===== src/rtl/game_timer_ctrl.sv =====
// rtl/game_timer_ctrl.sv - round countdown controller with pause, bonus time, warning and time-up pulse
module game_timer_ctrl #(
    parameter int START_SEC = 60,
    parameter int BONUS_SEC = 5,
    parameter int WARN_SEC  = 10
) (
    input  logic       clk,
    input  logic       resetN,
    input  logic       one_sec,
    input  logic       start,
    input  logic       pause,
    input  logic       bonus,
    input  logic       stop,
    output logic [3:0] sec_tens,
    output logic [3:0] sec_ones,
    output logic       running,
    output logic       paused,
    output logic       warning,
    output logic       time_up
);

    typedef enum logic [1:0] {
        IDLE  = 2'd0,
        RUN   = 2'd1,
        PAUSE = 2'd2,
        DONE  = 2'd3
    } state_t;

    localparam logic [6:0] START_V = 7'(START_SEC);
    localparam logic [6:0] BONUS_V = 7'(BONUS_SEC);
    localparam logic [6:0] WARN_V  = 7'(WARN_SEC);
    localparam logic [6:0] MAX_V   = 7'd99;

    state_t     state_q, state_d;
    logic [6:0] remain_q, remain_d;
    logic       time_up_d;
    logic [7:0] sum;
    logic [6:0] added;

    // Bonus saturates at 99 before any tick decrement is applied.
    always_comb begin
        sum   = {1'b0, remain_q} + {1'b0, BONUS_V};
        added = remain_q;
        if (bonus) begin
            added = (sum > 8'd99) ? MAX_V : sum[6:0];
        end
    end

    always_comb begin
        state_d   = state_q;
        remain_d  = remain_q;
        time_up_d = 1'b0;
        if (stop) begin
            state_d  = IDLE;
            remain_d = START_V;
        end else if (start) begin
            state_d  = RUN;
            remain_d = START_V;
        end else if (pause) begin
            if (state_q == RUN) begin
                state_d = PAUSE;
            end else if (state_q == PAUSE) begin
                state_d = RUN;
            end
        end else begin
            case (state_q)
                RUN: begin
                    if (one_sec) begin
                        remain_d = added - 7'd1;
                        if (added == 7'd1) begin
                            state_d   = DONE;
                            time_up_d = 1'b1;
                        end
                    end else begin
                        remain_d = added;
                    end
                end
                PAUSE:   remain_d = added;
                default: ;
            endcase
        end
    end

    always_ff @(posedge clk or negedge resetN) begin
        if (!resetN) begin
            state_q  <= IDLE;
            remain_q <= START_V;
            time_up  <= 1'b0;
        end else begin
            state_q  <= state_d;
            remain_q <= remain_d;
            time_up  <= time_up_d;
        end
    end

    assign sec_tens = 4'(remain_q / 7'd10);
    assign sec_ones = 4'(remain_q % 7'd10);
    assign running  = (state_q == RUN);
    assign paused   = (state_q == PAUSE);
    assign warning  = ((state_q == RUN) || (state_q == PAUSE)) &&
                      (remain_q >= 7'd1) && (remain_q <= WARN_V);

endmodule


===== config.mk =====
export PLATFORM = sky130hd
export DESIGN_NAME = game_timer_ctrl
export DESIGN_NICKNAME = d
export VERILOG_FILES = /design/src/rtl/game_timer_ctrl.sv
export SDC_FILE = /design/constraint.sdc
export NUM_CORES = 1
export LEC_CHECK = 0
export CORE_UTILIZATION = 59
export CTS_BUF_LIST = sky130_fd_sc_hd__clkbuf_2 sky130_fd_sc_hd__clkbuf_4 sky130_fd_sc_hd__clkbuf_8
export DETAILED_ROUTE_END_ITERATION = 10
export GPL_TIMING_DRIVEN = 0
export MAX_ROUTING_LAYER = met4
export PLACE_DENSITY = 0.83
export SLEW_MARGIN = 25
export SYNTH_ARGS = -nofsm -noshare
export SYNTH_HDL_FRONTEND = slang
export SYNTH_SLANG_ARGS = --single-unit

===== constraint.sdc =====
create_clock -name clk -period 4.8 [get_ports clk]
set_input_delay 0.96 -clock clk [delete_from_list [all_inputs] [get_ports clk]]
set_output_delay 0.96 -clock clk [all_outputs]
set_load 0.05 [all_outputs]

==> run metrics <==
Buffers on Ports=17; worst hold slack=0.631 ns; Post-Route WL=4.65 mm; unrepaired setup endpoints after global routing=false; synth warn=0; Slew headroom=0.566; reg2reg setup slack=1.85 ns; initial antenna violation count=0; row count=18; Reg power frac=0.312; metal2 WL=2.16 mm; CTS root buffer=clkbuf_4; fraction of registers with async set/reset=1.00; CP arrival=3.58 ns; Hold/Removal Path Class=register to register; Pins Over Slew Limit=0; # hold bufs at CTS=0; Chip Width=54.7 µm; status=finished clean; GP Congestion=0.941; vias in the first global route=1454; Die Y=54.7 µm; Worst Skew=0.00203 ns; Switching Fraction=0.383; Total GRT Usage=0.341; kind of critical path=register to primary output; CTS clk-pin slew, worst paths=0.06 ns; half-perimeter wire length after detailed placement=3.53 mm; leading area contributor after synthesis=dfrtp_1; multi-input logic area=1240 µm²; Sink Count=10; Antenna Cells=0; CTS Buf Count=3; worst skew pair latency=0.25 ns; syn_area_per_cell=7.35 µm²; Clk pwr share=0.247; WL met1=2.02 mm; CTS H-tree lvls=1; Detail Route met3 WL=367 µm; mean routed wirelength per cell=17.1 µm; worst slack at placement=-0.303 ns; Achievable Freq=0.220 GHz; Tcrit/Tclk final=0.945; max-cap viol count=0; crit end category=primary output; P_int=0.180 mW; Syn Nets=239; via density per instance=6.51; Hold Vio Cnt, Final=0; CP max FO=10; leading cell type in the layout, fill and taps excluded=nor2_1; number of routed nets with antenna violations=0; TritonCTS clock tree=done; total gr overflow=0; clock buffer depth=2; starting density of the core=0.644; Highest Signal Layer=met4; Core Footprint=2540 µm²; Final setup viols=0; Nets=259; Worst-Margin Slew=0.646 ns; main flop type after synthesis=dfrtp_1; P&R area growth vs syn=15.2%; Final Power=0.293 mW; Top Ports=19; Area after DPL=1850 µm²; peak supply drop=0.174 mV; global-route wire length before repair=7.15 mm; P per Cell Area=155 nW/µm²; Synth Instances=223; flops & latches, synth=10; Pleak=0.750 nW; share of cells above drive strength 1=0.161; routed vias=1772; sw power=0.112 mW; largest net degree at the start of global routing=19; # fillers=202; Final Critical Period=4.54 ns; drt pass-1 iters=5; Seq. cell area=255 µm²; Remaining DRCs=0; Die Footprint=2990 µm²; commonest non-fill, non-tap cells in the layout=nor2_1 (23), nand2_1 (18), o21ai_0 (17); Synth top area share=0.0916; combinational power share=0.441; Placed Cells=270; Final Worst Setup Slack=0.265 ns; DR iter-0 viols=108; Req. time, crit path=3.84 ns; final instance area=1890 µm²; Post-synth EDFFs=0; Netlist cell types=62; cell area after synthesis=1640 µm²; CP Launch Type=register; sequential-to-total area share from yosys stat=0.156; largest cells by area after synthesis=dfrtp_1 (9.2%), ha_1 (6.9%), dfstp_2 (6.4%), nor2_1 (5.3%), o21ai_0 (5.2%); fin cells=272
[synth_stat cells (all sizes together) (2+ instances only)]
| cell | instances |
|---|---|
| mux2i | 2 |
| dfstp | 4 |
| xnor2 | 4 |
| nor2b | 7 |
| a22o | 3 |
| nor4 | 3 |
| o211ai | 3 |
| inv | 9 |
| a21oi | 15 |
| ha | 9 |
| o21ai | 19 |
| nor4b | 2 |
| nand3 | 6 |
| a31oi | 2 |
| o31ai | 3 |
| nand2b | 8 |
| a21boi | 2 |
| nand4 | 2 |
| dfrtp | 6 |
| nor2 | 23 |
| a21o | 2 |
| xor2 | 5 |
| clkbuf | 10 |
| buf | 11 |
| nor3b | 3 |
| nand4b | 4 |
| nand2 | 19 |
| nor3 | 8 |
| a211oi | 4 |
| a22oi | 5 |
[per-layer routing]
metal | track usage | up-vias
met2 | 0.550 | 97
met5 | - | -
met3 | 0.0194 | 12
met4 | 0.0470 | 0
li1 | - | 842
met1 | 0.476 | 821
[timing repair]
item,CTS,global route
resized for setup,11,4
buffers inserted,0,0
setup endpoints to repair,4,4
pin swaps,0,0
[registers in the layout, summed over array words and instances, names as in the netlist]
| signal | cells |
|---|---|
| time_up | 1 |
| remain_q | 7 |
| state_q | 2 |
[worst max-delay path, cell delays in order, from the launching register on]
cell	delay, ns
dfstp_2	0.55
buf_4	0.17
nand2b_2	0.23
xor2_1	0.17
nor3_1	0.06
a211oi_1	0.29
ha_1	0.24
clkbuf_2	0.23
a21oi_1	0.09
a31oi_1	0.15
nor2_1	0.08
a2111oi_4	0.43
mux2i_1	0.24
clkdlybuf4s18_2	0.39
[power groups by stage]
stage	sequential, mW	clock [mW]	combinational (mW)
floorplan	0.0913	0	0.0923
detailed placement	0.0922	0	0.126
global route	0.0916	0.0773	0.140
finish	0.0912	0.0724	0.129
CTS	0.0909	0.0737	0.126
global placement	0.0923	0	0.122
[worst paths after layout]
path / startpoint / endpoint / cells after the start
max: remain_q[3]$_DFFE_PN1P_ / sec_ones[2] / 13
min: state_q[1]$_DFFE_PN0P_ / state_q[1]$_DFFE_PN0P_ / 2
max reg2reg: remain_q[0]$_DFFE_PN0P_ / remain_q[6]$_DFFE_PN0P_ / 12
min reg2reg: state_q[1]$_DFFE_PN0P_ / state_q[1]$_DFFE_PN0P_ / 2
max in group asynchronous: resetN / remain_q[2]$_DFFE_PN1P_ / 1
min in group asynchronous: resetN / remain_q[0]$_DFFE_PN0P_ / 1
[layout make-up]
type	count	area share
well taps	30	0.0199
clock buffers	4	0.0192
inverters	9	0.0179
multi-input cells	183	0.659
flip-flops and latches	10	0.135
plain buffers	19	0.0577
repair buffers	17	0.0908
[kinds of logic (layout without fill, tap and decap cells)]
family / after synthesis / in the layout / synth area share
flops: 10 / 10 / 0.156
mux: 2 / 2 / 0.0122
xor+xnor: 9 / 9 / 0.0481
fa+ha+maj: 9 / 9 / 0.0687
simple gates: 92 / 92 / 0.326
buf+inv: 30 / 49 / 0.0901
compound gates: 71 / 71 / 0.299
[per-stage QoR]
step	setup TNS, ns	utilization
final	0	0.742
after global routing	0	0.742
after CTS	0	0.740
after detailed placement	-0.692	0.726
after global placement	-0.285	0.726
after floorplan	0	-
Power figures use the tool's default switching activity.
